## src/rtl/mem_pkg.sv

```systemverilog
// Shared definitions for the data-memory access path: controller state
// encoding, byte-to-word shift and the alignment/range check that the
// instruction-fetch path reuses.
package mem_pkg;

    typedef enum logic [1:0] {
        IDLE  = 2'd0,
        READ  = 2'd1,
        WRITE = 2'd2,
        RESP  = 2'd3
    } state_t;

    // Memory is word addressed; byte address bits below this are the offset.
    localparam int WORD_SHIFT = 2;

    // Width the check works at, so one function serves any address width.
    localparam int CHK_W = 64;

    // True when the byte address is not word aligned or its word index is
    // beyond the end of memory. No wrap-around: any larger index faults.
    function automatic logic access_fault(input logic [CHK_W-1:0] byte_addr,
                                          input logic [CHK_W-1:0] num_words);
        return (byte_addr[WORD_SHIFT-1:0] != '0) ||
               ((byte_addr >> WORD_SHIFT) >= num_words);
    endfunction

endpackage

```

## src/rtl/mem_access_ctrl_if.sv

```systemverilog
// Bundle of the datapath request/response handshake and the data-memory bus.
//
// Handshake: a request transfers on the rising edge where req_valid and
// req_ready are both high. The requester keeps req_valid and the request
// fields steady until that edge. resp_valid is a single-cycle pulse with
// no back-pressure; resp_rdata/resp_fault are meaningful while it is high.
//
// master = requester plus memory side, slave = the controller.
interface mem_access_ctrl_if #(
    parameter int ADDR_W = 32,
    parameter int DATA_W = 32
);
    logic              req_valid;
    logic              req_ready;
    logic              req_write;
    logic [ADDR_W-1:0] req_addr;
    logic [DATA_W-1:0] req_wdata;
    logic              resp_valid;
    logic [DATA_W-1:0] resp_rdata;
    logic              resp_fault;
    logic [ADDR_W-1:0] mem_addr;
    logic [DATA_W-1:0] mem_data_in;
    logic              mem_write_signal;
    logic              mem_read_signal;
    logic [DATA_W-1:0] mem_data_out;

    modport master (
        output req_valid, req_write, req_addr, req_wdata, mem_data_out,
        input  req_ready, resp_valid, resp_rdata, resp_fault,
               mem_addr, mem_data_in, mem_write_signal, mem_read_signal
    );

    modport slave (
        input  req_valid, req_write, req_addr, req_wdata, mem_data_out,
        output req_ready, resp_valid, resp_rdata, resp_fault,
               mem_addr, mem_data_in, mem_write_signal, mem_read_signal
    );
endinterface

```

## src/rtl/mem_access_ctrl.sv

```systemverilog
// Initiator-side data-memory controller: accepts one load/store at a time,
// checks alignment and range, strobes the word-addressed memory and returns
// a one-cycle response pulse. Every output comes straight from a register.
module mem_access_ctrl
    import mem_pkg::*;
#(
    parameter int ADDR_W    = 32,
    parameter int DATA_W    = 32,
    parameter int MEM_WORDS = 1024,
    parameter int RD_WAIT   = 1
) (
    input  logic             clk,
    input  logic             reset,
    mem_access_ctrl_if.slave bus,
    output state_t           dbg_state
);

    // Counter only has to hold RD_WAIT-1.
    localparam int CNT_W = (RD_WAIT > 1) ? $clog2(RD_WAIT) : 1;
    localparam logic [CNT_W-1:0] RD_LOAD = CNT_W'(RD_WAIT - 1);

    state_t            state_q, state_d;
    logic [CNT_W-1:0]  cnt_q, cnt_d;
    logic              ready_q, ready_d;
    logic              valid_q, valid_d;
    logic              fault_q, fault_d;
    logic [DATA_W-1:0] rdata_q, rdata_d;
    logic [ADDR_W-1:0] addr_q, addr_d;
    logic [DATA_W-1:0] wdata_q, wdata_d;
    logic              wr_q, wr_d;
    logic              rd_q, rd_d;

    // State and all output registers; reset clears strobes immediately.
    always_ff @(posedge clk or posedge reset) begin
        if (reset) begin
            state_q <= IDLE;
            cnt_q   <= '0;
            ready_q <= 1'b1;
            valid_q <= 1'b0;
            fault_q <= 1'b0;
            rdata_q <= '0;
            addr_q  <= '0;
            wdata_q <= '0;
            wr_q    <= 1'b0;
            rd_q    <= 1'b0;
        end else begin
            state_q <= state_d;
            cnt_q   <= cnt_d;
            ready_q <= ready_d;
            valid_q <= valid_d;
            fault_q <= fault_d;
            rdata_q <= rdata_d;
            addr_q  <= addr_d;
            wdata_q <= wdata_d;
            wr_q    <= wr_d;
            rd_q    <= rd_d;
        end
    end

    // Next state and next register values; pulses default low, held data
    // defaults to its current value.
    always_comb begin
        state_d = state_q;
        cnt_d   = cnt_q;
        ready_d = 1'b0;
        valid_d = 1'b0;
        fault_d = 1'b0;
        rdata_d = rdata_q;
        addr_d  = addr_q;
        wdata_d = wdata_q;
        wr_d    = 1'b0;
        rd_d    = 1'b0;
        case (state_q)
            IDLE: begin
                ready_d = 1'b1;
                if (bus.req_valid && ready_q) begin
                    ready_d = 1'b0;
                    if (access_fault(CHK_W'(bus.req_addr), CHK_W'(MEM_WORDS))) begin
                        // Fault skips the memory entirely.
                        state_d = RESP;
                        valid_d = 1'b1;
                        fault_d = 1'b1;
                        rdata_d = '0;
                    end else begin
                        addr_d = bus.req_addr >> WORD_SHIFT;
                        if (bus.req_write) begin
                            wdata_d = bus.req_wdata;
                            wr_d    = 1'b1;
                            state_d = WRITE;
                        end else begin
                            cnt_d   = RD_LOAD;
                            rd_d    = 1'b1;
                            state_d = READ;
                        end
                    end
                end
            end
            WRITE: begin
                state_d = RESP;
                valid_d = 1'b1;
            end
            READ: begin
                if (cnt_q == '0) begin
                    rdata_d = bus.mem_data_out;
                    valid_d = 1'b1;
                    state_d = RESP;
                end else begin
                    cnt_d = cnt_q - 1'b1;
                    rd_d  = 1'b1;
                end
            end
            RESP: begin
                state_d = IDLE;
                ready_d = 1'b1;
            end
            default: begin
                state_d = IDLE;
                ready_d = 1'b1;
            end
        endcase
    end

    assign bus.req_ready        = ready_q;
    assign bus.resp_valid       = valid_q;
    assign bus.resp_fault       = fault_q;
    assign bus.resp_rdata       = rdata_q;
    assign bus.mem_addr         = addr_q;
    assign bus.mem_data_in      = wdata_q;
    assign bus.mem_write_signal = wr_q;
    assign bus.mem_read_signal  = rd_q;
    assign dbg_state            = state_q;

endmodule

```

## src/flat_wrapper.sv

```systemverilog
// flat-port wrapper written by rule: the top's interface ports become plain ports
module mem_access_ctrl_flat import mem_pkg::*;
#(
    parameter int ADDR_W    = 32,
    parameter int DATA_W    = 32,
    parameter int MEM_WORDS = 1024,
    parameter int RD_WAIT   = 1
)
  (clk, reset, dbg_state, bus_req_valid, bus_req_write, bus_req_addr, bus_req_wdata, bus_mem_data_out, bus_req_ready, bus_resp_valid, bus_resp_rdata, bus_resp_fault, bus_mem_addr, bus_mem_data_in, bus_mem_write_signal, bus_mem_read_signal);
  mem_access_ctrl_if #(.ADDR_W(ADDR_W), .DATA_W(DATA_W)) bus_i ();
  input  logic clk;
  input  logic reset;
  output state_t dbg_state;
  input wire logic [$bits(bus_i.req_valid)-1:0] bus_req_valid;
  input wire logic [$bits(bus_i.req_write)-1:0] bus_req_write;
  input wire logic [$bits(bus_i.req_addr)-1:0] bus_req_addr;
  input wire logic [$bits(bus_i.req_wdata)-1:0] bus_req_wdata;
  input wire logic [$bits(bus_i.mem_data_out)-1:0] bus_mem_data_out;
  output wire logic [$bits(bus_i.req_ready)-1:0] bus_req_ready;
  output wire logic [$bits(bus_i.resp_valid)-1:0] bus_resp_valid;
  output wire logic [$bits(bus_i.resp_rdata)-1:0] bus_resp_rdata;
  output wire logic [$bits(bus_i.resp_fault)-1:0] bus_resp_fault;
  output wire logic [$bits(bus_i.mem_addr)-1:0] bus_mem_addr;
  output wire logic [$bits(bus_i.mem_data_in)-1:0] bus_mem_data_in;
  output wire logic [$bits(bus_i.mem_write_signal)-1:0] bus_mem_write_signal;
  output wire logic [$bits(bus_i.mem_read_signal)-1:0] bus_mem_read_signal;
  assign bus_i.req_valid = bus_req_valid;
  assign bus_i.req_write = bus_req_write;
  assign bus_i.req_addr = bus_req_addr;
  assign bus_i.req_wdata = bus_req_wdata;
  assign bus_i.mem_data_out = bus_mem_data_out;
  assign bus_req_ready = bus_i.req_ready;
  assign bus_resp_valid = bus_i.resp_valid;
  assign bus_resp_rdata = bus_i.resp_rdata;
  assign bus_resp_fault = bus_i.resp_fault;
  assign bus_mem_addr = bus_i.mem_addr;
  assign bus_mem_data_in = bus_i.mem_data_in;
  assign bus_mem_write_signal = bus_i.mem_write_signal;
  assign bus_mem_read_signal = bus_i.mem_read_signal;
  mem_access_ctrl #(.ADDR_W(ADDR_W), .DATA_W(DATA_W), .MEM_WORDS(MEM_WORDS), .RD_WAIT(RD_WAIT)) u_core (.clk(clk), .reset(reset), .bus(bus_i), .dbg_state(dbg_state));
endmodule
```

## config.mk

```make
export PLATFORM = sky130hd
export DESIGN_NAME = mem_access_ctrl_flat
export DESIGN_NICKNAME = d
export VERILOG_FILES = /design/src/rtl/mem_pkg.sv /design/src/rtl/mem_access_ctrl_if.sv /design/src/rtl/mem_access_ctrl.sv /design/src/flat_wrapper.sv
export SDC_FILE = /design/constraint.sdc
export NUM_CORES = 1
export LEC_CHECK = 0
export CAP_MARGIN = 20
export CORE_UTILIZATION = 30
export DETAILED_ROUTE_END_ITERATION = 16
export PLACE_DENSITY_LB_ADDON = 0.12
export SYNTH_ARGS = -nofsm -noshare
export SYNTH_HDL_FRONTEND = slang
export SYNTH_SLANG_ARGS = --single-unit
```

## constraint.sdc

```tcl
create_clock -name clk -period 4.1 [get_ports clk]
set_input_delay 0.82 -clock clk [delete_from_list [all_inputs] [get_ports clk]]
set_output_delay 0.82 -clock clk [all_outputs]
set_load 0.02 [all_outputs]
```

**Word level (Yosys, flattened, before mapping)**

Index checks and enable logic that the tools add are counted.

- $add $sub $neg: 1
- Magnitude comparators: 1
- Equality and inequality tests: 8
- Mux-type cells: 30
- Bitwise gates (word level): 1
- Reduce and logical (&&, ||, !) cells: 10

Operators with widths:

| operator | count |
|---|---|
| $mux 32 | 3 |
| $pmux 32 s2 | 1 |
| $ge 30x11->1 const B | 1 |
| $mux 1 | 17 |
| $reduce_and 4->1 | 3 |
| $mux 2 | 4 |
| $pmux 2 s4 | 1 |
| $ne 2x2->1 const B | 3 |
| $pmux 1 s2 | 3 |
| $eq 2x2->1 const B | 2 |
| $ne 2x1->1 const B | 2 |
| $reduce_bool 2->1 | 2 |
| $pmux 1 s3 | 1 |
| $reduce_and 3->1 | 1 |
| $eq 2x1->1 const B | 1 |
| $logic_not 2->1 | 1 |
| $reduce_and 2->1 | 1 |
| $logic_and 1x1->1 | 1 |
| $logic_or 1x1->1 | 1 |
| $not 1->1 | 1 |
| $sub 1x1->1 const B | 1 |

- Register bits after elaboration: 102
- Bits of input ports: 100
- Output and inout port bits: 103

**Logic depth before layout (Yosys ltp)**

Gate-level depths: netlist (run 1).

- Depth after elaboration: 5
- Gate-level depth with buffers: 7
- Mapped depth without buffers: 6

**Worst setup path after synthesis (run 1)**

Ideal clock, no wire load.

- Path type: input -> register
- Start: input bus_req_addr[15]
- End: register u_core.wdata_q[0] (netlist: u_core.bus.mem_data_in[0])
- Arrival time: 2.366 ns
- Required time: 3.972 ns
- Setup slack: 1.606 ns
- Stages: 5
- Cell sequence: nor4_1 -> nand4_2 -> nor4_4 -> buf_4 -> mux2_1

- Cells in the longest elaborated chain, start to end: 4

Ends and longest elaborated chain:

| item | RTL line | text |
|---|---|---|
| from (decl) | flat_wrapper.sv:16 | `input wire logic [$bits(bus_i.req_addr)-1:0] bus_req_addr;` |
| $ge 30x11->1 | mem_pkg.sv:24 | `((byte_addr >> WORD_SHIFT) >= num_words);` |
| $logic_or 1x1->1 | mem_pkg.sv:23 | `return (byte_addr[WORD_SHIFT-1:0] != '0) \|\|` |
| $not 1->1 (no source line) | -- |  |
| $reduce_and 4->1 (no source line) | -- |  |
| to (signal assigned) | mem_access_ctrl.sv:54 | `wdata_q <= wdata_d;` |
| to (decl) | mem_access_ctrl.sv:29 | `logic [DATA_W-1:0] wdata_q, wdata_d;` |

Every way passes these cells.
A chain may end at the register's enable or synchronous reset.

**Final worst setup path (run 1)**

- Start: input bus_req_addr[15]
- End: register u_core.wdata_q[9] (netlist: u_core.bus.mem_data_in[9])

Same word-level chain as after synthesis.

==> metrics.md, run 1 <==
| Metric | Value |
|---|---|
| Reg power frac | `about 38%` |
| Initial Util | `31.1%` |
| WL final | `around 9.4 mm` |
| R2R Setup Slk | `roughly 1.9 ns` |
| Port Buf Inserts | `200` |
| Clock Tree Buf Depth | `2` |
| Post-route ant nets | `0` |
| Async S/R FF share, synth | `100%` |
| # rows | `40` |
| CTS Hold Bufs | `0` |
| CP max FO | `32` |
| Worst Skew | `0.00946 ns` |
| Layout cells sized above 1 | `9.11%` |
| Die footprint | `13000 sq um` |
| Htree depth | `3` |
| Clk_lat worst skew | `0.34 ns` |
| Startpoint Class | `input pin` |
| Worst path max stage delay | `0.44 ns` |
| DP HPWL | `6.65 mm` |
| Switching share of power | `between 30% and 40%` |
| Clock sink total | `101` |
| CP Cell Sequence | `clkdlybuf4s50_1 -> nor4_1 -> nand4_2 -> nor4_4 -> buf_4 -> mux2_2` |
| Antenna diode count | `0` |
| Hold depth | `1` |
| GP Congestion | `~0.75` |
| Yosys cell types | `27` |
| Reg2reg start | `u_core.dbg_state[1]$_DFFE_PP0N_` |
| Die height | `114 microns` |
| Clk root buf | `clkbuf_16` |
| Clock group share of total power | `27.5%` |
| YS warnings | `0` |
| Reg-to-Reg End | `u_core.bus.mem_data_in[9]$_DFFE_PP0P_` |
| Drt wl/cell | `14.9 microns` |
| Drt drc | `0` |
| I/O pin cnt | `203` |
| Number of synthesized flops with an enable pin | `0` |
| Leakage power | `2.88 nW` |
| Fmax | `around 340 MHz` |
| Pwr Density | `~540 nW/um^2` |
| Crit path buffers/inverters | `2` |
| Via count | `2797` |
| CP Capture Type | `flip-flop` |
| Mapped Cells | `251` |
| Slew @ Worst Pin | `0.566 ns` |
| Fin nets | `559` |
| Largest net degree at the start of global routing | `80` |
| First-pass GRT wire length | `14.9 mm` |
| Power Internal | `about 2.4 mW` |
| Pre-antenna DRT Iters | `4` |
| Critical path arrival | `3.13 ns` |
| Hold/Removal Path Class | `flip-flop to flip-flop` |
| Hold path endpoint | `u_core.bus.mem_data_in[5]$_DFFE_PP0P_` |
| Cts repair resizes | `0` |
| Comb pwr share | `34.8%` |
| Initial antenna violation count | `0` |
| Max-slew violations | `0` |
| Cell Area, Synth | `between 3000 and 4000 sq um` |
| Max_slew headroom | `between 60 and 70%` |
| Switch Pwr | `around 1.0 mW` |
| Max Cap Viol | `0` |
| CTS clk-pin slew, worst paths | `0.06 ns` |
| Vias/cell | `4.45` |
| Count of final hold-check violations | `0` |
| Tot Pwr | `3.39 mW` |
| All-Layer GR Usage | `between 10 and 15%` |
| CP max stage cell | `nor4_1` |
| Sequential fraction of the synthesis area | `67.1%` |
| Required @ worst endpoint | `4.32 ns` |
| #FFs+latches synth | `101` |
| GR Overflow Total | `0` |
| Vias in the first global route | `2924` |
| Outcome | `complete, no violations` |
| Final Critical Period | `roughly 2.9 ns` |
| Mean post-synth cell area | `roughly 15 sq um` |
| Crit share post-route | `71.0%` |
| Crit-path leading delay family | `simple AND/OR/NAND/NOR gates` |
| Synthesis-to-finish area growth | `68.0%` |
| Crit Path Category | `input pin to flip-flop` |
| Final setup viols | `0` |
| Maximum vdd drop | `about 0.37 mV` |
| CTS tree | `built` |
| Setup TNS | `0 ns` |
| Die width | `114 microns` |
| Num CTS Buffers | `9` |
| Core area | `12100 sq um` |
| Worst Reg-to-Reg Cells | `6` |
| HP Start | `u_core.bus.mem_data_in[5]$_DFFE_PP0P_` |
| Unrepaired setup endpoints after global routing | `false` |
| Post-CTS setup buffer count | `0` |
| Initial detailed-routing violation count | `59` |
| Top_reg_cell synth | `dfrtp_1` |
-- state kept, by name, indices dropped and copies added, names as in the netlist --
name                         count
u_core.bus.mem_read_signal       1
u_core.bus.resp_rdata           32
u_core.bus.mem_addr             30
u_core.dbg_state                 2
u_core.bus.resp_valid            1
u_core.bus.mem_write_signal      1
u_core.bus.req_ready             1
u_core.bus.mem_data_in          32
u_core.bus.resp_fault            1
-- final cells by class --
| type | instances | area (sq um) |
|---|---|---|
| clock inverters | 5 | 81.3 |
| flip-flops and latches | 101 | 2530 |
| multi-input cells | 134 | 1170 |
| repair buffers | 207 | 2070 |
| well taps | 168 | 210 |
| clock buffers | 11 | 253 |
| inverters | 3 | 13.8 |
| fillers | 1062 | 5780 |
-- metrics by stage --
stage,setup WS [ns],hold slack (ns),std cells,util (%),instance area [sq um]
CTS,1.18,0.489,628,52.1,6310
floorplan,0.635,0.608,252,-,3770
detailed placement,0.809,0.474,612,49.3,5970
global route,1.06,0.495,629,52.3,6340
finish,1.19,0.483,629,52.3,6340
global placement,0.844,0.467,612,49.3,5970
-- power by group through the flow --
stage                     clock network [mW]  logic, mW  registers, mW
final                                  0.932       1.18           1.28
after floorplan                            0      0.429           1.49
after CTS                              0.958       1.20           1.28
after detailed placement                   0       1.21           1.29
after global routing                    1.00       1.27           1.30
after global placement                     0       1.18           1.30
-- placed cells by master, fill, tap and decap left out, types with 2 or more instances in the layout --
cell / synthesis / routed
a21oi_1: 4 / 4
nand2_1: 3 / 3
a22o_1: 32 / 32
clkbuf_8: 0 / 2
nor4_1: 8 / 8
inv_1: 3 / 2
mux2_2: 12 / 12
and2_1: 2 / 2
clkbuf_16: 0 / 9
nor2_1: 2 / 2
ha_1: 3 / 3
o21ai_0: 4 / 4
buf_4: 5 / 6
bufinv_16: 0 / 2
clkdlybuf4s50_1: 0 / 200
conb_1: 1 / 2
nor2b_1: 21 / 21
mux2_1: 30 / 30
dfrtp_1: 100 / 100
nand3_1: 2 / 2
and4_1: 2 / 2
-- synth_stat cells, types with 2 or more instances --
cell | instances | area (sq um)
dfrtp_1 | 100 | 2500
a22o_1 | 32 | 280
mux2_1 | 30 | 338
nor2b_1 | 21 | 131
mux2_2 | 12 | 135
nor4_1 | 8 | 50.1
buf_4 | 5 | 37.5
clkbuf_1 | 5 | 18.8
a21oi_1 | 4 | 20.0
buf_2 | 4 | 20.0
o21ai_0 | 4 | 20.0
ha_1 | 3 | 37.5
inv_1 | 3 | 11.3
nand2_1 | 3 | 11.3
and2_1 | 2 | 12.5
and4_1 | 2 | 17.5
nand3_1 | 2 | 10.0
nor2_1 | 2 | 7.51
-- how the worst max path moves through the flow --
stage,from,endpoint,slack [ns],depth (start not counted)
2_1_floorplan,reset,u_core.bus.mem_addr[0]$_DFFE_PP0P_,0.63,1
3_3_place_gp,bus_req_addr[15],u_core.bus.mem_data_in[8]$_DFFE_PP0P_,0.84,6
3_5_place_dp,bus_req_addr[15],u_core.bus.mem_data_in[9]$_DFFE_PP0P_,0.81,6
4_1_cts,bus_req_addr[15],u_core.bus.mem_data_in[9]$_DFFE_PP0P_,1.18,6
5_1_grt,bus_req_addr[15],u_core.bus.mem_data_in[31]$_DFFE_PP0P_,1.06,6
6_report,bus_req_addr[15],u_core.bus.mem_data_in[9]$_DFFE_PP0P_,1.19,6
-- worst register-to-register path, stage by stage, from the launching register on --
cell	delay, ns
dfrtp_1	0.41
inv_1	0.09
ha_1	0.34
nand2_1	0.17
nor4_4	0.27
buf_4	0.41
mux2_2	0.39
-- logic make-up (layout without fill, tap and decap cells) --
| group | Yosys count | after routing | share of synthesized area [%] |
|---|---|---|---|
| simple gates | 44 | 44 | 7.56 |
| buf+inv | 17 | 226 | 2.32 |
| compound gates | 43 | 43 | 9.42 |
| fa+ha+maj | 3 | 3 | 0.995 |
| mux | 42 | 42 | 12.5 |
| flops | 101 | 101 | 67.1 |
| other cells | 1 | 2 | 0.0994 |
-- routing by layer --
metal	part of all wire (%)	wire length (microns)	GRT usage, %	vias to the layer above
li1	-	-	-	1311
met1	46	4340	19.8	1348
met2	44	4130	22.6	128
met3	8.4	785	4.29	10
met4	1.5	138	6.15	0
met5	0	0	0	-
Power figures use the tool's default switching activity.
==> run 2, diff against run 1 <==
==> constraint.sdc (replaced) <==
create_clock -name clk -period 2.85 [get_ports clk]
set_input_delay 0.57 -clock clk [delete_from_list [all_inputs] [get_ports clk]]
set_output_delay 0.57 -clock clk [all_outputs]
set_load 0.02 [all_outputs]
==> metrics.md, run 2 (synthesis gave the netlist of run 1 again) <==
| Metric | Value |
|---|---|
| I/O pin cnt | `203 (unchanged)` |
| Maximum vdd drop | `0.461 mV (+26%)` |
| All-Layer GR Usage | `15.6% (+0.83 points)` |
| Crit Path Category | `input pin to flip-flop` |
| # rows | `40 (unchanged)` |
| Vias in the first global route | `2904 (-0.68%)` |
| Initial Util | `31.1% (unchanged)` |
| Antenna diode count | `0 (unchanged)` |
| Startpoint Class | `input pin` |
| Clock sink total | `101 (unchanged)` |
| CTS Hold Bufs | `0 (unchanged)` |
| Clock Tree Buf Depth | `2 (unchanged)` |
| Crit share post-route | `between 80% and 90%` |
| Final setup viols | `0 (unchanged)` |
| Final Critical Period | `2.38 ns` |
| Setup TNS | `0 ns (unchanged)` |
| Port Buf Inserts | `200 (unchanged)` |
| Fmax | `421 MHz` |
| Crit. Startpoint | `bus_req_addr[14]` |
| Max_slew headroom | `55.7% (-6.2 points)` |
| Cts repair resizes | `0 (unchanged)` |
| Via count | `2848 (+1.8%)` |
| CP max FO | `23 (-28%)` |
| Reg power frac | `36.8% (-1.0 points)` |
| Clock group share of total power | `27.9% (+0.4 points)` |
| HP Start | `u_core.bus.mem_data_in[2]$_DFFE_PP0P_` |
| Commonest cells after routing, fill and taps aside | `clkdlybuf4s50_1, dfrtp_1, a22o_1` |
| Layout cells sized above 1 | `10.3% (+1.2 points)` |
| Die height | `114 microns (unchanged)` |
| CP Capture Type | `flip-flop` |
| Count of final hold-check violations | `0 (unchanged)` |
| Die footprint | `13000 sq um (unchanged)` |
| Worst Reg-to-Reg Cells | `6 (unchanged)` |
| Hold depth | `1 (unchanged)` |
| Initial antenna violation count | `0 (unchanged)` |
| Pwr Density | `776 nW/um^2 (+45%)` |
| R2R Setup Slk | `0.78 ns (-1.12 ns)` |
| Max Cap Viol | `0 (unchanged)` |
| WL final | `9.82 mm (+4.6%)` |
| Drt drc | `0 (unchanged)` |
| Post-CTS setup buffer count | `0 (unchanged)` |
| Largest net degree at the start of global routing | `39 (-51%)` |
| Hold slack | `0.486 ns (+0.00344 ns)` |
| Drt wl/cell | `15.5 microns (+3.6%)` |
| Switching share of power | `30.2% (-0.46 points)` |
| Hold path endpoint | `u_core.bus.mem_data_in[2]$_DFFE_PP0P_` |
| CTS tree | `built` |
| First-pass GRT wire length | `15.4 mm (+3.2%)` |
| Reg-to-Reg End | `u_core.bus.mem_data_in[12]$_DFFE_PP0P_` |
| CTS clk-pin slew, worst paths | `0.07 ns (about the same)` |
| Vias/cell | `4.49 (+0.86%)` |
| DP HPWL | `7.42 mm (+12%)` |
| Most common cell after layout, fill and taps aside | `clkdlybuf4s50_1` |
| Max-slew violations | `0 (unchanged)` |
| GP Congestion | `0.760 (+1.6%)` |
| Leakage power | `2.92 nW (+1.4%)` |
| Htree depth | `3 (unchanged)` |
| Slew @ Worst Pin | `0.663 ns (+0.0965 ns)` |
| Fin nets | `565 (+1.1%)` |
| Comb pwr share | `35.3% (+0.5 points)` |
| Num CTS Buffers | `9 (unchanged)` |
| Worst Skew | `0.00897 ns (-0.000495 ns)` |
| Post-route ant nets | `0 (unchanged)` |
| GR Overflow Total | `0 (unchanged)` |
| Unrepaired setup endpoints after global routing | `false` |
| Power Internal | `3.49 mW (+48%)` |
| Required @ worst endpoint | `3.07 ns (-1.25 ns)` |
| Die width | `114 microns (unchanged)` |
| Outcome | `complete, no violations` |
| Initial detailed-routing violation count | `58 (-1.7%)` |
| Synthesis-to-finish area growth | `70.7%` |
| Critical path arrival | `2.60 ns (-0.53 ns)` |
| Reg2reg start | `u_core.dbg_state[1]$_DFFE_PP0N_` |
| Switch Pwr | `1.51 mW (+45%)` |
| Clk root buf | `clkbuf_16` |
| Core area | `12100 sq um (unchanged)` |
| Hold/Removal Path Class | `flip-flop to flip-flop` |
| Tot Pwr | `5.00 mW (+47%)` |
| Pre-antenna DRT Iters | `4 (unchanged)` |
| Clk_lat worst skew | `0.34 ns (about the same)` |
## run 2: cell types whose count changed in the layout (fill, tap and decap cells not counted), sizes merged
cell      previous run  this run
buf                  7        13
clkinvlp             1         3
clkbuf              11         9
bufinv               2         3
inv                  4         3
## run 2: power by group through the flow
stage               clock network (mW)  logic [mW]  registers, mW
finish                            1.39        1.76           1.84
global route                      1.51        1.89           1.87
CTS                               1.44        1.79           1.84
detailed placement                   0        1.80           1.85
global placement                     0        1.77           1.87
floorplan                            0       0.617           2.14
## run 2: routing by layer
metal / GRT usage [%] / part of all wire [%] / routed length [microns] / up-vias
met5: 0 / 0 / 0 / -
met4: 6.23 / 1.3 / 131 / 0
met3: 4.82 / 8.6 / 849 / 9
met2: 23.7 / 45 / 4460 / 136
met1: 21.0 / 45 / 4380 / 1381
li1: - / - / - / 1322
## run 2: critical path: stages
cell	delay, ns
clkdlybuf4s50_1	0.42
nor4_1	0.40
nand4_2	0.24
buf_4	0.22
a311o_1	0.38
buf_12	0.18
a22o_1	0.19
## run 2: stage by stage
| step | setup slack [ns] | cell area (sq um) | utilization, % | cells |
|---|---|---|---|---|
| floorplan | 0.606 | 3780 | - | 252 |
| global placement | 0.109 | 6090 | 50.3 | 619 |
| detailed placement | 0.103 | 6090 | 50.3 | 619 |
| CTS | 0.462 | 6440 | 53.2 | 635 |
| global route | 0.311 | 6440 | 53.2 | 635 |
| finish | 0.472 | 6440 | 53.2 | 635 |
## run 2: worst max path at each step
stage	slack [ns]	endpoint
after floorplan	0.61	u_core.bus.mem_data_in[0]$_DFFE_PP0P_
after global placement	0.11	u_core.bus.mem_addr[8]$_DFFE_PP0P_
after detailed placement	0.10	u_core.bus.mem_addr[0]$_DFFE_PP0P_
after CTS	0.46	u_core.bus.resp_rdata[19]$_DFFE_PP0P_
after global routing	0.31	u_core.bus.mem_addr[26]$_DFFE_PP0P_
final	0.47	u_core.bus.resp_rdata[29]$_DFFE_PP0P_
## run 2: area by class of cell
class,count,area [sq um]
flip-flops and latches,101,2530
clock inverters,7,123
repair buffers,213,2160
fillers,1089,5670
multi-input cells,134,1170
clock buffers,9,225
well taps,168,210
inverters,3,15.0
==> run 3, diff against run 2 <==
==> constraint.sdc (replaced) <==
create_clock -name clk -period 1.9 [get_ports clk]
set_input_delay 0.38 -clock clk [delete_from_list [all_inputs] [get_ports clk]]
set_output_delay 0.38 -clock clk [all_outputs]
set_load 0.02 [all_outputs]
==> metrics.md, run 3 (synthesis gave the netlist of run 1 again) <==
| Metric | Value |
|---|---|
| Outcome | `complete, no violations` |
| Maximum vdd drop | `0.835 mV (+81%)` |
| Vias in the first global route | `3004 (+3.4%)` |
| Initial antenna violation count | `0 (unchanged)` |
| Required @ worst endpoint | `2.18 ns (-0.89 ns)` |
| Via count | `2914 (+2.3%)` |
| Count of final hold-check violations | `0 (unchanged)` |
| Placement Cell Area | `6180 sq um (+1.5%)` |
| Vias/cell | `4.45 (-0.81%)` |
| Worst Skew | `0.00529 ns (-0.00368 ns)` |
| Fin area | `6810 sq um (+5.8%)` |
| Filler cell count | `1041 (-4.4%)` |
| CP max FO | `8 (-65%)` |
| I/O pin cnt | `203 (unchanged)` |
| Hold/Removal Path Class | `input pin to asynchronous set/reset pin` |
| Die footprint | `13000 sq um (unchanged)` |
| Fmax | `about 550 MHz` |
| DP HPWL | `7.01 mm (-5.5%)` |
| CP max stage cell | `a311oi_4` |
| Unrepaired setup endpoints after global routing | `false` |
| WL final | `10.8 mm (+9.9%)` |
| GP Congestion | `0.724 (-4.7%)` |
| Crit share post-route | `a little over nine tenths` |
| Port Buf Inserts | `200 (unchanged)` |
| Drt drc | `0 (unchanged)` |
| Critical path arrival | `2.11 ns (-0.49 ns)` |
| Pre-antenna DRT Iters | `4 (unchanged)` |
| Layout cells sized above 1 | `24.5% (+14 points)` |
| Startpoint Class | `input pin` |
| FF/Latch Area | `2530 sq um (about the same)` |
| CP Capture Type | `flip-flop` |
| Drt wl/cell | `16.5 microns (+6.6%)` |
| Clock sink total | `101 (unchanged)` |
| CTS Hold Bufs | `0 (unchanged)` |
| Worst setup margin | `0.0698 ns (-0.402 ns)` |
| Initial detailed-routing violation count | `82 (+41%)` |
| Tot Pwr | `7.45 mW (+49%)` |
| Final Critical Period | `1.83 ns` |
| All-Layer GR Usage | `16.3% (+0.63 points)` |
| Cell mode on critical path | `buf_6` |
| Max-slew violations | `0 (unchanged)` |
| CTS clk-pin slew, worst paths | `0.07 ns (about the same)` |
| Initial Util | `31.1% (unchanged)` |
| Fin nets | `586 (+3.7%)` |
| Final setup viols | `0 (unchanged)` |
| Clk root buf | `clkbuf_16` |
| Crit path buffers/inverters | `6 (+3)` |
| Clock Tree Buf Depth | `2 (unchanged)` |
| GR Overflow Total | `0 (unchanged)` |
| Die width | `114 microns (unchanged)` |
| Max Cap Viol | `0 (unchanged)` |
| Crit-path leading delay family | `buffers and inverters` |
| Largest net degree at the start of global routing | `65 (+67%)` |
| R2R Setup Slk | `0.08 ns (-0.70 ns)` |
| Core area | `12100 sq um (unchanged)` |
| Die height | `114 microns (unchanged)` |
| # rows | `40 (unchanged)` |
| Commonest cells after routing, fill and taps aside | `clkdlybuf4s50_1, dfrtp_1, mux2_4, a22o_1, nor2b_1` |
| Post-route ant nets | `0 (unchanged)` |
| Area of the multi-input gates | `1400 sq um (+19%)` |
| First-pass GRT wire length | `15.9 mm (+3.4%)` |
| Synthesis-to-finish area growth | `80.6%` |
| Pwr Density | `1090 nW/um^2 (+41%)` |
| Crit Path Category | `input pin to flip-flop` |
| Most common cell after layout, fill and taps aside | `clkdlybuf4s50_1` |
| CTS tree | `built` |
| Worst path max stage delay | `0.28 ns (-0.14 ns)` |
| CP Cell Sequence | `clkdlybuf4s15_1 -> nor4_2 -> nand4_2 -> buf_6 -> buf_6 -> buf_6 -> a311oi_4 -> buf_6 -> clkbuf_16 -> a22o_1` |
| Num CTS Buffers | `9 (unchanged)` |
| Clk_lat worst skew | `0.34 ns (about the same)` |
| Placement Setup Slack | `-0.560 ns (-0.664 ns)` |
| Htree depth | `3 (unchanged)` |
| Leakage power | `3.10 nW (+6.1%)` |
run 3: cell count changes in the layout (fill, tap and decap cells not counted), moves of 8 or more:
cell / previous run / this run
buf_4: 8 / 18
mux2_4: 0 / 32
dlygate4sd2_1: 0 / 8
mux2_1: 30 / 0
clkdlybuf4s50_1: 200 / 176
run 3: worst register-to-register path, stage by stage, from the launching register on:
cell and delay, ns:
dfrtp_2 0.43, buf_4 0.14, ha_1 0.21, nor2b_1 0.17
a311o_1 0.36, buf_12 0.18, a22o_1 0.21
run 3: area by class of cell:
class                   instances  share of cell area [%]
clock buffers                  12                    3.77
diodes                          1                  0.0368
inverters                       3                   0.221
flip-flops and latches        101                    37.2
multi-input cells             134                    20.6
clock inverters                 2                   0.147
repair buffers                234                    35.0
well taps                     168                    3.09
run 3: worst paths after layout:
path	startpoint	to	depth (start not counted)
min reg2reg	u_core.bus.mem_addr[14]$_DFFE_PP0P_	u_core.bus.mem_addr[14]$_DFFE_PP0P_	1
max reg2reg	u_core.dbg_state[0]$_DFFE_PP0N_	u_core.bus.resp_rdata[24]$_DFFE_PP0P_	6
min	reset	u_core.bus.mem_addr[6]$_DFFE_PP0P_	3
max in group asynchronous	reset	u_core.bus.resp_rdata[20]$_DFFE_PP0P_	3
min in group clk	u_core.bus.mem_addr[14]$_DFFE_PP0P_	u_core.bus.mem_addr[14]$_DFFE_PP0P_	1
max	bus_req_addr[27]	u_core.bus.resp_rdata[5]$_DFFE_PP0P_	10
run 3: through the flow:
step / std cells / hold slack (ns) / utilization [%] / TNS [ns]
floorplan: 252 / 0.453 / - / 0
CTS: 649 / 0.490 / 55.0 / 0
detailed placement: 624 / 0.474 / 51.0 / -46.01
global placement: 624 / 0.467 / 51.0 / -43.82
finish: 655 / 0.499 / 56.2 / 0
global route: 654 / 0.510 / 56.2 / 0
run 3: what timing repair did:
action / CTS / global route
pin swaps: 8 / 11
cloned: 2 / 4
endpoints found under the hold margin: 0 / 0
gates resized for setup: 55 / 43
buffers inserted: 9 / 3
setup endpoints to repair: 77 / 74
run 3: routing by layer:
layer / part of all wire [%] / GRT usage, % / up-vias
met5: 0 / 0 / -
met4: 1.8 / 7.79 / 0
met3: 6.3 / 4.92 / 12
met2: 48 / 25.8 / 119
met1: 44 / 20.3 / 1418
li1: - / - / 1365
run 3: where the power goes:
| part | internal, mW | leakage (nW) | switching (mW) |
|---|---|---|---|
| logic | 1.60 | 1.61 | 1.38 |
| registers | 2.54 | 1.35 | 0.222 |
| clock network | 0.942 | 0.134 | 0.762 |
| total | 5.09 | 3.10 | 2.36 |
==> patch 1: new RTL, flow settings as in run 2 <==
Change the package constant `WORD_SHIFT` from 2 to 4.
--- a/src/rtl/mem_pkg.sv
+++ b/src/rtl/mem_pkg.sv
@@ -11,7 +11,7 @@
     } state_t;
 
     // Memory is word addressed; byte address bits below this are the offset.
-    localparam int WORD_SHIFT = 2;
+    localparam int WORD_SHIFT = 4;
 
     // Width the check works at, so one function serves any address width.
     localparam int CHK_W = 64;
Behaviour: not the same (a bounded check fails within 4 cycles, from zero or initial values and one cycle with reset high).
==> patch 1 against run 2 <==
- cell area down 2.2%
- synthesized cell count down 1.2%
- global-route usage down 1.1 points
- wire length down 6.2%
- cell count down 1.3%
- total power down 6.9%
- die area down 0.16%
- worst setup slack worse by 0.016 ns
- non-clock buffer count down 5
- synthesized area down 0.17%
- register-to-register slack worse by 0.02 ns
- sequential cell count down 2
- largest cell class unchanged
==> patch 1: results (changes against run 2) <==
metric,value,unit,change
Post-Synth XOR/XNOR Area,0,%,unchanged
via/cell ratio,4.43,,was 4.49
worst clock skew,0.00523,ns,was 0.00897 ns
diode count,0,,unchanged
Synth Area in Compound Gates,9.44,%,was 9.42%
drt initial violations,76,,was 58
setup repair bufs after CTS,0,,unchanged
DR pass1 iterations,4,,unchanged
worst skew pair latency,0.33,ns,
crit path DAT,2.61,ns,was 2.60 ns
"Slowest-stage cell, CP",clkdlybuf4s50_1,,unchanged
Root Driver,clkbuf_16,,unchanged
Worst Path Max Fanout,32,,was 23
H-tree lvl count,3,,unchanged
clock tree buffer depth,2,,unchanged
Synth Area in Adders,0.997,%,was 0.995%
leakage power,2.86,nW,was 2.92 nW
synth warn,0,,unchanged
largest cells by area after synthesis,"dfrtp_1 65%, mux2_1 9.0%, a22o_1 7.4%",,"was dfrtp_1 66%, mux2_1 9.0%, a22o_1 7.4%"
sequential area share after synthesis,65.8,%,was 67.1%
nets@finish,558,,was 565
Placed Area,6030,um2,was 6090 um2
Async SR Flop Fraction,100,%,unchanged
Worst path max stage delay,0.41,ns,
worst min path class,flop to flop,,unchanged
Post-synth top cells,"98 x dfrtp_1, 32 x a22o_1, 30 x mux2_1, 19 x nor2b_1, 12 x mux2_2",,"was 100 x dfrtp_1, 32 x a22o_1, 30 x mux2_1, 21 x nor2b_1, 12 x mux2_2"
layout cells sized above 1,10.7,%,was 10.3%
HPWL Detailed,6800,um,was 7420 um
post-CTS resize count,0,,unchanged
post-synthesis mux area share,12.6,%,was 12.5%
first-pass GRT wire length,14600,um,was 15400 um
gpl congestion,0.736,,was 0.760
initial antenna violation count,0,,unchanged
switch share,31.9,%,was 30.2%
CTS buffer count,9,,unchanged
Worst VDD drop,0.448,mV,was 0.461 mV
clock-pin transition on the worst setup and hold timing paths,0.06,ns,
Fill cells,1096,,was 1089
status,"complete, no violations",,unchanged
Worst slew margin,63.3,%,was 55.7%
Cell variety after synth,28,,was 27
IO Port Bufs,198,,was 200
Synth Flop Type,dfrtp_1,,unchanged
post-synth top area share,65.1,%,was 66.4%
maximum number of pins on one net before global-route repair,39,,unchanged
vias in the first global route,2872,,was 2904
Final Routed Wirelength,9210,um,was 9820 um
GR Util All Layers,14.5,%,was 15.6%
==> patch 1: power by group through the flow <==
stage	clock [mW]	sequential, mW	combinational [mW]
2_1_floorplan	0	2.11	0.623
3_3_place_gp	0	1.83	1.73
3_5_place_dp	0	1.83	1.75
4_1_cts	1.15	1.82	1.75
5_1_grt	1.21	1.85	1.85
6_report	1.11	1.82	1.72
==> patch 1: per-stage QoR <==
| stage | cells | worst slack (ns) | hold slack (ns) | utilization [%] | total power [mW] |
|---|---|---|---|---|---|
| finish | 627 | 0.456 | 0.482 | 52.0 | 4.65 |
| global route | 627 | 0.360 | 0.496 | 52.0 | 4.91 |
| CTS | 627 | 0.460 | 0.489 | 52.0 | 4.71 |
| detailed placement | 612 | 0.110 | 0.474 | 49.8 | 3.58 |
| global placement | 612 | 0.123 | 0.468 | 49.8 | 3.56 |
| floorplan | 251 | 0.613 | 0.608 | - | 2.74 |
==> patch 1: path summary, 6_finish.rpt <==
kind | start | to | slack, ns | cells after the start
setup / recovery | bus_req_addr[15] | u_core.bus.resp_rdata[1] | 0.46 | 7
max in group asynchronous | reset | u_core.bus.req_ready | 1.60 | 3
hold / removal | u_core.bus.mem_data_in[29] | u_core.bus.mem_data_in[29] | 0.48 | 1
setup reg to reg | u_core.dbg_state[0] | u_core.bus.mem_data_in[9] | 0.76 | 6
hold reg to reg | u_core.bus.mem_data_in[29] | u_core.bus.mem_data_in[29] | 0.48 | 1
min in group asynchronous | reset | u_core.bus.resp_rdata[24] | 0.64 | 2
==> patch 1: logic make-up after synthesis <==
family          Yosys count
simple gates             42
other cells               1
flops                    99
compound gates           43
buf+inv                  18
mux                      42
fa+ha+maj                 3
==> patch 1: cell type report <==
| class | count | share of cell area [%] |
|---|---|---|
| clock buffers | 10 | 3.79 |
| clock inverters | 5 | 0.477 |
| inverters | 3 | 0.238 |
| multi-input cells | 134 | 19.2 |
| flip-flops and latches | 99 | 39.3 |
| well taps | 168 | 3.34 |
| repair buffers | 208 | 33.6 |
==> patch 1: routing by layer <==
metal | share of wire (%) | wire length (um) | global-route usage (%) | up-vias
met1 | 44 | 4090 | 18.8 | 1339
met4 | 1.2 | 115 | 5.02 | 0
met5 | 0 | 0 | 0 | -
met3 | 9.2 | 843 | 4.84 | 11
met2 | 45 | 4160 | 22.8 | 133
li1 | - | - | - | 1295
==> patch 1: critical path, delay by kind of cell <==
kind	cells	cell delay [ns]
buf+inv	3	0.88
simple gates	2	0.60
compound gates	2	0.54
==> patch 2: new RTL, config.mk and constraints of run 2 <==
Made on the original files. Register the output `dbg_state` once more; this adds one clock of latency there. The other outputs are not delayed to match.
--- a/src/rtl/mem_access_ctrl.sv
+++ b/src/rtl/mem_access_ctrl.sv
@@ -128,7 +128,9 @@
     assign bus.mem_data_in      = wdata_q;
     assign bus.mem_write_signal = wr_q;
     assign bus.mem_read_signal  = rd_q;
-    assign dbg_state            = state_q;
+    always_ff @(posedge clk) begin
+        dbg_state <= state_q;
+    end
 
 endmodule
 
Behaviour: not the same (a bounded check fails within 4 cycles, from zero or initial values and one cycle with reset high).
==> patch 2 against run 2 <==
- cell area is essentially flat
- sequential cell count grew 2
- die area grew 1.0%
- synthesized area grew 1.1%
- critical path depth is the same
- wire length grew 2.3%
- highest routed layer unchanged
- critical endpoint is now u_core.bus.mem_addr[2]
- worst setup slack lost 0.055 ns
- total power shrank 0.36%
==> patch 2: results (changes against run 2) <==
metric,value,unit,change
layout cells sized above 1,9.85,%,was 10.3%
DR pass1 iterations,4,,unchanged
Placed Area,6100,um2,was 6090 um2
maximum number of pins on one net before global-route repair,102,,was 39
sequential area share after synthesis,67.4,%,was 67.1%
GR Util All Layers,15.7,%,was 15.6%
crit path DAT,2.66,ns,was 2.60 ns
Cell variety after synth,28,,was 27
leakage power,2.92,nW,about the same
post-DR wirelength/cell,15.8,um,was 15.5 um
CTS buffer count,9,,unchanged
worst skew pair latency,0.35,ns,
Worst VDD drop,0.599,mV,was 0.461 mV
Async SR Flop Fraction,98.1,%,was 100%
via/cell ratio,4.51,,was 4.49
worst clock skew,0.00654,ns,was 0.00897 ns
largest cells by area after synthesis,"dfrtp_1 66%, mux2_1 8.9%, a22o_1 7.4%",,"was dfrtp_1 66%, mux2_1 9.0%, a22o_1 7.4%"
Cells after DPL,619,,unchanged
Final Routed Wirelength,10000,um,was 9820 um
diode count,0,,unchanged
Worst Path Max Fanout,10,,was 23
gpl congestion,0.696,,was 0.760
initial antenna violation count,0,,unchanged
first-pass GRT wire length,15400,um,about the same
Post-Syn Instances,253,,was 251
"Slowest-stage cell, CP",nor4_1,,was clkdlybuf4s50_1
nets@finish,565,,unchanged
drt initial violations,102,,was 58
Root Driver,clkbuf_16,,unchanged
setup repair bufs after CTS,0,,unchanged
HPWL Detailed,7360,um,was 7420 um
Worst path max stage delay,0.45,ns,was 0.42 ns
post-CTS resize count,0,,unchanged
H-tree lvl count,3,,unchanged
Worst slew margin,64.6,%,was 55.7%
pre-CTS worst setup slack,0.0402,ns,was 0.103 ns
MaxCap Viol Count,0,,unchanged
worst min path class,flop to flop,,unchanged
IO Port Bufs,200,,unchanged
clock-pin transition on the worst setup and hold timing paths,0.07,ns,about the same
clock tree buffer depth,2,,unchanged
status,"complete, no violations",,unchanged
Post-synth top cells,"100 x dfrtp_1, 32 x a22o_1, 30 x mux2_1, 21 x nor2b_1, 12 x mux2_2",,unchanged
Top Family by Delay on Critical Path,simple AND/OR/NAND/NOR gates,,was buffers and inverters
synth warn,0,,unchanged
==> patch 2: cell count changes after synthesis, sizes merged <==
cell,before,now
dfxtp,0,2
==> patch 2: worst paths after layout <==
| kind | end | from | slack (ns) | cells past startpoint |
|---|---|---|---|---|
| min | u_core.dbg_state[1] | u_core.state_q[1] | 0.44 | 0 |
| min reg2reg | u_core.dbg_state[1] | u_core.state_q[1] | 0.44 | 0 |
| max | u_core.bus.mem_addr[2] | bus_req_addr[23] | 0.42 | 7 |
| min in group asynchronous | u_core.bus.mem_data_in[27] | reset | 0.74 | 3 |
| max reg2reg | u_core.bus.mem_data_in[29] | u_core.state_q[0] | 0.78 | 6 |
| max in group asynchronous | u_core.bus.resp_rdata[20] | reset | 1.72 | 3 |
==> patch 2: metal layers <==
metal,vias up,part of all wire (%),wire [um],GRT usage (%)
met5,-,0,0,0
li1,1327,-,-,-
met4,0,1.9,191,7.53
met3,12,12,1190,6.62
met2,145,45,4510,24.4
met1,1382,41,4150,18.9
==> patch 2: where the power goes <==
group | internal (mW) | switching (mW) | total (mW)
sequential | 1.73 | 0.145 | 1.88
combinational | 0.918 | 0.834 | 1.75
clock | 0.798 | 0.549 | 1.35
total | 3.45 | 1.53 | 4.98
==> patch 2: kinds of logic (layout without fill, tap and decap cells) <==
kind of cell	after synthesis	after routing	share of synthesized area (%)
buffers and inverters	17	230	2.30
multiplexers	42	42	12.4
flip-flops	103	103	67.4
other	1	2	0.0984
AND/OR/NAND/NOR	44	44	7.49
AO/OA/AOI/OAI	43	43	9.32
adder cells (fa/ha/maj)	3	3	0.985
==> patch 2: area by class of cell <==
| cell class | count | area, um2 |
|---|---|---|
| fill | 1110 | 5780 |
| multi-input combinational | 134 | 1170 |
| timing repair buffer | 211 | 2130 |
| sequential | 103 | 2570 |
| clock inverter | 6 | 92.6 |
| inverter | 3 | 15.0 |
| tap | 168 | 210 |
| clock buffer | 10 | 239 |
